<file path="config.mk">
export PLATFORM = sky130hd
export DESIGN_NAME = ren_pipe_ctrl
export DESIGN_NICKNAME = d
export VERILOG_FILES = /design/src/rtl/ren_pipe_ctrl.sv
export SDC_FILE = /design/constraint.sdc
export NUM_CORES = 1
export LEC_CHECK = 0
export CELL_PAD_IN_SITES_DETAIL_PLACEMENT = 0
export CELL_PAD_IN_SITES_GLOBAL_PLACEMENT = 1
export CORE_UTILIZATION = 40
export DETAILED_ROUTE_END_ITERATION = 12
export PLACE_DENSITY = 0.75
export SYNTH_ARGS = -nofsm -noshare
export SYNTH_HDL_FRONTEND = slang
export SYNTH_SLANG_ARGS = --single-unit
</file>
<file path="constraint.sdc">
create_clock -name clk -period 3.25 [get_ports clk]
set_input_delay 0.65 -clock clk [delete_from_list [all_inputs] [get_ports clk]]
set_output_delay 0.65 -clock clk [all_outputs]
set_load 0.01 [all_outputs]
</file>
<file path="src/rtl/ren_pipe_ctrl.sv">
// Flow-control wrapper for a fixed-latency enable-gated pipeline: valid shadow chain,
// credit-based admission and a show-ahead output FIFO so no pipeline result is ever lost.
module ren_pipe_ctrl #(
    parameter int unsigned P_WIDTH      = 8,
    parameter int unsigned P_LATENCY    = 8,
    parameter int unsigned P_FIFO_DEPTH = 10
) (
    input  logic               clk,
    input  logic               rst,
    input  logic               i_valid,
    output logic               o_ready,
    output logic               o_en,
    input  logic [P_WIDTH-1:0] i_pipe_data,
    output logic               o_valid,
    input  logic               i_ready,
    output logic [P_WIDTH-1:0] o_data
);

    localparam int unsigned CW = $clog2(P_FIFO_DEPTH + P_LATENCY + 1);
    localparam int unsigned PW = (P_FIFO_DEPTH > 1) ? $clog2(P_FIFO_DEPTH) : 1;

    logic [P_LATENCY-1:0] vld;
    logic [CW-1:0]        inflight;
    logic [CW-1:0]        count;
    logic [CW-1:0]        credit;
    logic [PW-1:0]        wr_ptr;
    logic [PW-1:0]        rd_ptr;
    logic [P_WIDTH-1:0]   mem [P_FIFO_DEPTH];
    logic                 accept;
    logic                 push;
    logic                 pop;

    function automatic logic [PW-1:0] ptr_next(input logic [PW-1:0] p);
        return (p == PW'(P_FIFO_DEPTH - 1)) ? '0 : p + PW'(1);
    endfunction

    // Every slot is owned either by a buffered result or by an item still in flight.
    assign credit  = CW'(P_FIFO_DEPTH) - count - inflight;
    assign o_ready = (credit != '0) & ~rst;
    assign accept  = i_valid & o_ready;
    assign o_en    = (accept | (inflight != '0)) & ~rst;
    assign push    = vld[P_LATENCY-1];
    assign o_valid = (count != '0) & ~rst;
    assign pop     = o_valid & i_ready;
    assign o_data  = mem[rd_ptr];

    always_ff @(posedge clk) begin
        if (rst) begin
            vld <= '0;
        end else if (o_en) begin
            vld[0] <= accept;
            for (int k = 1; k < P_LATENCY; k++) begin
                vld[k] <= vld[k-1];
            end
        end
    end

    always_ff @(posedge clk) begin
        if (rst) begin
            inflight <= '0;
            count    <= '0;
            wr_ptr   <= '0;
            rd_ptr   <= '0;
        end else begin
            case ({accept, push})
                2'b10:   inflight <= inflight + CW'(1);
                2'b01:   inflight <= inflight - CW'(1);
                default: inflight <= inflight;
            endcase
            case ({push, pop})
                2'b10:   count <= count + CW'(1);
                2'b01:   count <= count - CW'(1);
                default: count <= count;
            endcase
            if (push) wr_ptr <= ptr_next(wr_ptr);
            if (pop)  rd_ptr <= ptr_next(rd_ptr);
        end
    end

    always_ff @(posedge clk) begin
        if (push && !rst) begin
            mem[wr_ptr] <= i_pipe_data;
        end
    end

endmodule

</file>
Yosys cells after proc, flatten, opt, wreduce, memory -nomap -nowiden:

Memories as Yosys holds them, arrays and structs flattened. A register that Yosys moved wholly into a read port is not among the register bits.
Index checks and enable logic that the tools add are counted.

* memory bits (writable): 80
* output and inout port bits: 11
* bits in registers: 26
* memories kept: 1

Memory list
* mem: depth 10, bits a word 8, rd ports 1, clocked after Yosys merged registers in 1, wr ports 1, RTL line 28 `logic [P_WIDTH-1:0] mem [P_FIFO_DEPTH];`

* muxes and demuxes: 8
* reduce and logical (&&, ||, !) cells: 7
* $add $sub $neg: 8
* bitwise operators: 7
* eq/ne operators: 6

Operator list (number)
* 5-bit one-hot mux with 2 select lines: 2
* 4-bit 2-to-1 mux: 4
* 5-bit nonzero test: 3
* 5-bit by 1-bit adder with 5-bit output, second input constant: 2
* 5-bit by 1-bit subtractor with 5-bit output, second input constant: 2
* 4-bit by 1-bit adder with 4-bit output, second input constant: 2
* 4-bit == test, second input constant: 2
* 1-bit bitwise AND: 5
* 4-bit by 5-bit subtractor with 5-bit output, first input constant: 1
* 5-bit subtractor: 1
* 2-bit by 1-bit == test with 1-bit output, second input constant: 2
* 2-bit == test, second input constant: 2
* 2-bit nonzero test: 2
* 1-bit 2-to-1 mux: 2
* 1-bit logical AND: 1
* 1-bit zero test: 1
* 1-bit NOT: 1
* 1-bit OR: 1

Logic depth before layout (Yosys ltp):

Gate-level depths: netlist of run 1.

* depth in word-level cells: 7
* mapped depth: 16

Worst setup path after synthesis of run 1:

Ideal clock, no wire load.

* path kind: reg2reg
* from: register inflight[1]
* to: register inflight[4]
* arrival time: 3.616 ns
* path slack: -0.437 ns
* cell stages (with the launch flop): 16
* buffers on the path: 0
* period minus slack after synthesis: 3.687 ns
* library setup time: 0.071 ns
* data required time: 3.179 ns
* cell sequence: dfxtp_1 -> inv_1 -> ha_1 -> ha_1 -> fa_1 -> nor4_4 -> a31oi_1 -> nand2_1 -> ha_1 -> inv_1 -> fa_1 -> nor2b_1 -> o21ai_0 -> and3_1 -> or4_1 -> a21oi_1

* cells in the longest elaborated chain, start to end: 6

RTL lines
* from (decl): RTL line 23 `logic [CW-1:0] inflight;`
* from (signal assigned): RTL line 66 `2'b10: inflight <= inflight + CW'(1);`
* from (signal assigned): RTL line 67 `2'b01: inflight <= inflight - CW'(1);`
* from (signal assigned): RTL line 68 `default: inflight <= inflight;`
* 5-bit subtractor (*): RTL line 38 `assign credit = CW'(P_FIFO_DEPTH) - count - inflight;`
* 5-bit nonzero test (*): RTL line 39 `assign o_ready = (credit != '0) & ~rst;`
* 1-bit bitwise AND (*): RTL line 39
* net o_ready: RTL line 11 `output logic o_ready,`
* 1-bit bitwise AND (*): RTL line 40 `assign accept = i_valid & o_ready;`
* 2-bit by 1-bit == test with 1-bit output / 2-bit == test (equally long branches): RTL line 65 `case ({accept, push})`
* 5-bit one-hot mux with 2 select lines / 2-bit nonzero test (equally long branches)

The timed path passes the listed nets; every way through them passes the cells marked *.
A chain may end at the register's enable or synchronous reset.

Final worst setup path of run 1:

* from: register count[1]
* to: register inflight[4]

* cells in the longest elaborated chain, start to end: 7

RTL lines
* from (decl): RTL line 24 `logic [CW-1:0] count;`
* from (signal assigned): RTL line 71 `2'b10: count <= count + CW'(1);`
* from (signal assigned): RTL line 72 `2'b01: count <= count - CW'(1);`
* from (signal assigned): RTL line 73 `default: count <= count;`
* 4-bit by 5-bit subtractor with 5-bit output (*): RTL line 38
* 5-bit subtractor (*): RTL line 38
* 5-bit nonzero test (*): RTL line 39
* 1-bit bitwise AND (*): RTL line 39
* 1-bit bitwise AND (*): RTL line 40
* 2-bit by 1-bit == test with 1-bit output / 2-bit == test (equally long branches): RTL line 65
* 5-bit one-hot mux with 2 select lines / 2-bit nonzero test (equally long branches)

Every way passes the cells marked *; elsewhere a longest branch is shown, timed or not.

==> results.yml, run 1 <==
sta:
  finalClockSkew_ns: 0.00821
  holdWs_ns: 0.477
  slew_headroom: 0.583
  finalHoldViolations: 0
  fin_ws_ns: -0.00960
  min_period_ns: 3.26
  fin_crit_sh: 1.00
  finalSetupTns_ns: -0.00960
  setup_viol: 1
  tightestPinTransition_ns: 0.624
  maxSlewViolCount: 0
  fmax_mhz: 307
  rsz0062_at_grt: "true"
pwr:
  internal_power_w: 0.00208
  ir_worst_vdd_v: 0.000241
  pwr-share-comb: 0.035
  finalPower_w: 0.00265
  p_clk_frac: 0.397
  cellLeakagePower_nw: 1.90
  power_switching_w: 0.000571
  power_density_nw_per_um2: 461
  p_seq_frac: 0.568
  swShare: 0.215
route:
  drt-pass1-iter-count: 4
  drc_errors: 0
  vias: 2787
  drt-wirelength-per-cell_um: 16.3
  final_antenna_net_count: 0
  wirelength_mm: 8.80
  vias_per_cell: 5.16
  drtIter0Drc: 167
min_path:
  hold_class: "reg2reg"
  min-delay-start: "vld[4]"
place:
  gp_congestion: 0.780
  numPortBuffers: 22
  dpl.cell_count: 519
  dp_hpwl_mm: 5.64
  placed_cell_area_um2: 5400
status:
  status: "finished, violations left"
  violations: "negative setup slack"
logic_synthesis:
  synth_cell_types: 41
  syn_nets: 369
  async_reset_ff_frac: 0
  synth-seq-cells: 110
  yosys.area.top_type: "edfxtp_1"
  ys_top_cells_by_area: "edfxtp_1, dfxtp_1, mux4_2"
  syn_area_um2: 4770
  yosys_warnings: 0
  ys_seq_area_frac: 0.630
  avgSynthCellArea_um2: 14.1
  synth_top_area_share: 0.504
  syn_inst: 339
  synth_edf_count: 80
  ys.flop_type: "edfxtp_1"
worst_setup_path:
  end_kind: "flip-flop"
  critical_path_required_ns: 3.53
  critPathLaunchType: "flip-flop"
  rrSetupSlack_ns: -0.01
  worstSetupPathType: "reg2reg"
  path_max_fanout: 4
  crit_arrival_ns: 3.54
  reg2reg_from: "count[1]"
  startpoint: "count[1]"
die:
  num_rows: 39
  io_pins: 23
  initial_core_util: 0.414
  die_h_um: 111
  dieWidth_um: 111
  core_um2: 11500
  fp.dieArea_um2: 12400
clock_tree:
  cts_buffers: 9
  cts.sinks: 110
  clk_latency_ns: 0.35
  clkTransAtPathRegs_ns: 0.07
  cts-htree-levels: 3
  cts_max_path_buffers: 2
  cts_tree: "built"
  hold_buffers: 0
  ctsRootBufferMaster: "clkbuf_16"
layout:
  area_growth_pct: 20.7
  final_cell_mix: "edfxtp_1, buf_4, a21oi_1"
  nets: 422
  final_cell_area_um2: 5760
  diodes: 0
  layout-drive-gt1-share: 0.239
  final_common_cell: "edfxtp_1"
  nFillCells: 1014
  stdcell_count: 540
global_routing:
  grt_pass1_wl_mm: 14.2
  grt_usage: 0.151
  grt-ovfl-total: 0
  grt_pass1_vias: 2791
  antenna_found_initial: 0
  grt_max_degree: 33
flow_run:
  maxCapViolations: 0
==> timing repair <==
| action | 4_1_cts | 5_1_grt |
|---|---|---|
| pin swaps | 3 | 4 |
| gates resized for setup | 5 | 8 |
| setup endpoints to repair | 3 | 3 |
| buffers inserted | 3 | 2 |
==> per-layer routing <==
metal | track usage | part of all wire | wire length, µm
met1 | 0.183 | 0.45 | 3920
met3 | 0.0344 | 0.037 | 324
met5 | 0 | 0 | 0
met4 | 0.0604 | 0.020 | 179
met2 | 0.261 | 0.50 | 4380
==> path summary, 6_finish.rpt <==
check / to / depth (start not counted)
setup reg to reg: inflight[4] / 15
hold reg to reg: vld[5] / 2
setup / recovery: inflight[4] / 15
hold / removal: vld[5] / 2
==> flip-flops by register name, indices dropped and copies added, names as in the netlist, named ones only <==
register	count
count	5
wr_ptr	4
rd_ptr	4
inflight	5
mem	80
vld	8
==> worst max-delay path, stage by stage, from the launching register on <==
cell,delay (ns)
dfxtp_2,0.34
inv_2,0.05
ha_4,0.27
ha_4,0.13
fa_2,0.45
nor4_4,0.26
a31oi_2,0.15
nand2_2,0.10
ha_4,0.16
inv_4,0.04
fa_2,0.34
nor2b_2,0.13
o21ai_1,0.09
and3_1,0.16
or4_1,0.40
a21oi_1,0.13
==> power groups by stage <==
stage	combinational (W)	sequential (W)	clock [W]
4_1_cts	0.0000918	0.00151	0.00107
3_5_place_dp	0.0000912	0.00154	0
2_1_floorplan	0.0000449	0.00154	0
5_1_grt	0.000104	0.00151	0.00113
6_report	0.0000930	0.00151	0.00105
3_3_place_gp	0.0000886	0.00154	0
==> kinds of logic after synthesis <==
| group | Yosys count | share of synthesized area |
|---|---|---|
| buf+inv | 33 | 0.0291 |
| compound gates | 62 | 0.0779 |
| flops | 110 | 0.630 |
| simple gates | 81 | 0.0955 |
| xor+xnor | 9 | 0.0194 |
| mux | 26 | 0.0965 |
| fa+ha+maj | 18 | 0.0519 |
==> synth_stat cells (all sizes together) (2+ instances only) <==
| cell type | instances |
|---|---|
| nand2 | 7 |
| nand2b | 2 |
| nor4 | 3 |
| xnor2 | 3 |
| ha | 15 |
| and3 | 2 |
| or3b | 6 |
| edfxtp | 80 |
| or4 | 2 |
| a21oi | 32 |
| clkbuf | 13 |
| o31ai | 2 |
| a31oi | 3 |
| or3 | 3 |
| mux2i | 10 |
| a21o | 3 |
| dfxtp | 30 |
| xor2 | 5 |
| mux4 | 16 |
| buf | 5 |
| nor2b | 15 |
| fa | 3 |
| a211oi | 8 |
| nor2 | 24 |
| inv | 15 |
| nor3 | 8 |
| nor3b | 2 |
| nand3 | 4 |
| o21ai | 13 |
==> cell type report <==
| cell class | count | area, µm² | share of cell area |
|---|---|---|---|
| repair buffers | 60 | 515 | 0.0895 |
| well taps | 143 | 179 | 0.0311 |
| inverters | 15 | 58.8 | 0.0102 |
| clock buffers | 10 | 229 | 0.0398 |
| clock inverters | 6 | 56.3 | 0.00978 |
| flip-flops and latches | 110 | 3010 | 0.523 |
| multi-input cells | 196 | 1710 | 0.297 |
==> through the flow <==
step | setup WS, ns | utilization
floorplan | -0.0850 | -
global placement | -0.0796 | 0.469
finish | -0.00960 | 0.500
detailed placement | -0.202 | 0.469
CTS | -0.116 | 0.497
global route | -0.149 | 0.500
Power figures use the tool's default switching activity.
==> run 2: changes to the inputs <==
==> constraint.sdc (replaced) <==
create_clock -name clk -period 3.25 [get_ports clk]
set_input_delay 0.975 -clock clk [delete_from_list [all_inputs] [get_ports clk]]
set_output_delay 0.975 -clock clk [all_outputs]
set_load 0.01 [all_outputs]
==> results.yml, run 2 (synthesis gave the netlist of run 1 again) <==
sta:
  fin_crit_sh: 1.05
  holdWs_ns: 0.478
  tightestPinTransition_ns: 0.684
  maxSlewViolCount: 0
  slew_headroom: 0.543
  fmax_mhz: 293
  min_period_ns: 3.41
  fin_ws_ns: -0.164
  setup_viol: 3
  finalClockSkew_ns: 0.00845
  rsz0062_at_grt: "true"
  finalHoldViolations: 0
clock_tree:
  cts_max_path_buffers: 2
  cts_buffers: 9
  ctsRootBufferMaster: "clkbuf_16"
  cts_tree: "built"
  clk_latency_ns: 0.35
  clkTransAtPathRegs_ns: 0.07
  cts.sinks: 110
  cts-htree-levels: 3
worst_setup_path:
  rrSetupSlack_ns: -0.13
  reg2reg_from: "inflight[1]"
  critical_path_required_ns: 2.27
  timing.rr.end: "inflight[4]"
  startpoint: "inflight[1]"
  critPathLaunchType: "flip-flop"
  reg2reg_depth: 16
  end_kind: "output pin"
  critPathCapture: "o_ready"
  worstSetupPathType: "reg2out"
  crit_arrival_ns: 2.44
  path_max_fanout: 2
layout:
  seq_area_um2: 3010
  nFillCells: 985
  final_cell_mix: "edfxtp_1, buf_4, a21oi_1"
  largestRegisters: "mem: 80 flops, vld: 8 flops"
  final_cell_area_um2: 5920
  area_growth_pct: 24.0
  layout-drive-gt1-share: 0.288
  largest_register_ffs: 80
  final_core_util: 0.514
  multi_input_area_um2: 1740
  diodes: 0
  nets: 438
  top_register: "mem"
  final_common_cell: "edfxtp_1"
  stdcell_count: 556
route:
  met2_length_mm: 4.66
  vias_per_cell: 5.23
  met3_length_um: 271
  drc_errors: 0
  drtIter0Drc: 174
  final_antenna_net_count: 0
  drt-pass1-iter-count: 4
  drt-wirelength-per-cell_um: 16.5
  top_layer: "met4"
  vias: 2908
  wirelength_mm: 9.17
  drt-met1-wl_mm: 4.08
die:
  num_rows: 39
  fp.dieArea_um2: 12400
  io_pins: 23
  die_h_um: 111
  core_um2: 11500
  initial_core_util: 0.414
  dieWidth_um: 111
global_routing:
  grt_usage: 0.160
  grt-ovfl-total: 0
  grt_pass1_vias: 2942
  grt_max_degree: 32
  grt_pass1_wl_mm: 14.9
  antenna_found_initial: 0
place:
  dp_hpwl_mm: 5.74
  placed_cell_area_um2: 5470
  gp_congestion: 0.785
  numPortBuffers: 22
  dpl.cell_count: 528
status:
  status: "finished, violations left"
  violations: "negative setup slack"
pwr:
  ir_worst_vdd_v: 0.000264
  cellLeakagePower_nw: 2.01
  finalPower_w: 0.00263
  power_density_nw_per_um2: 445
flow_run:
  maxCapViolations: 0
min_path:
  hold_class: "reg2reg"
-- run 2: changes by cell type in the layout (fill, tap and decap cells not counted), moves of 3 or more --
cell             delta
clkbuf_2            +3
clkdlybuf4s50_1     -8
buf_4              +10
buf_6               +5
dlygate4sd2_1       +4
-- run 2: report_power, final --
group / internal, W / switching, W
combinational: 0.0000432 / 0.0000525
clock: 0.000552 / 0.000480
sequential: 0.00150 / 0.00000214
-- run 2: metrics by stage --
stage	setup TNS, ns	worst slack, ns
finish	-0.383	-0.164
global route	-0.819	-0.284
CTS	-0.500	-0.183
detailed placement	-0.483	-0.200
global placement	-0.312	-0.136
floorplan	-0.0850	-0.0850
-- run 2: metal layers --
metal  vias to the layer above  GRT usage
met3                        10     0.0372
li1                       1419          -
met5                         -          0
met4                         0     0.0586
met1                      1433      0.199
met2                        46      0.270
-- run 2: worst max-delay path, stage by stage, from the launching register on --
cell	delay [ns]
dfxtp_2	0.33
inv_2	0.05
ha_4	0.23
ha_4	0.16
fa_2	0.47
nor4_4	0.25
buf_4	0.16
a31oi_4	0.09
buf_4	0.15
buf_6	0.10
buf_6	0.11
-- run 2: worst min path at each step --
stage               slack (ns)    from      to  cells past startpoint
floorplan                 0.45  vld[1]  vld[2]                      2
global placement          0.46  vld[3]  vld[4]                      2
detailed placement        0.46  vld[4]  vld[5]                      2
CTS                       0.48  vld[4]  vld[5]                      2
global route              0.50  vld[2]  vld[3]                      2
finish                    0.48  vld[4]  vld[5]                      2
-- run 2: layout make-up --
| type | count | area share |
|---|---|---|
| clock buffer | 13 | 0.0423 |
| multi-input combinational | 196 | 0.294 |
| timing repair buffer | 76 | 0.110 |
| sequential | 110 | 0.509 |
| tap | 143 | 0.0302 |
| clock inverter | 3 | 0.00486 |
| inverter | 15 | 0.00952 |
-- run 2: repair_timing --
| item | 4_1_cts | 5_1_grt |
|---|---|---|
| buffers inserted | 10 | 2 |
| setup endpoints to repair | 11 | 10 |
| pin swaps | 3 | 8 |
| hold buffers | 0 | 0 |
| resized for setup | 30 | 14 |
| cloned | 1 | 0 |
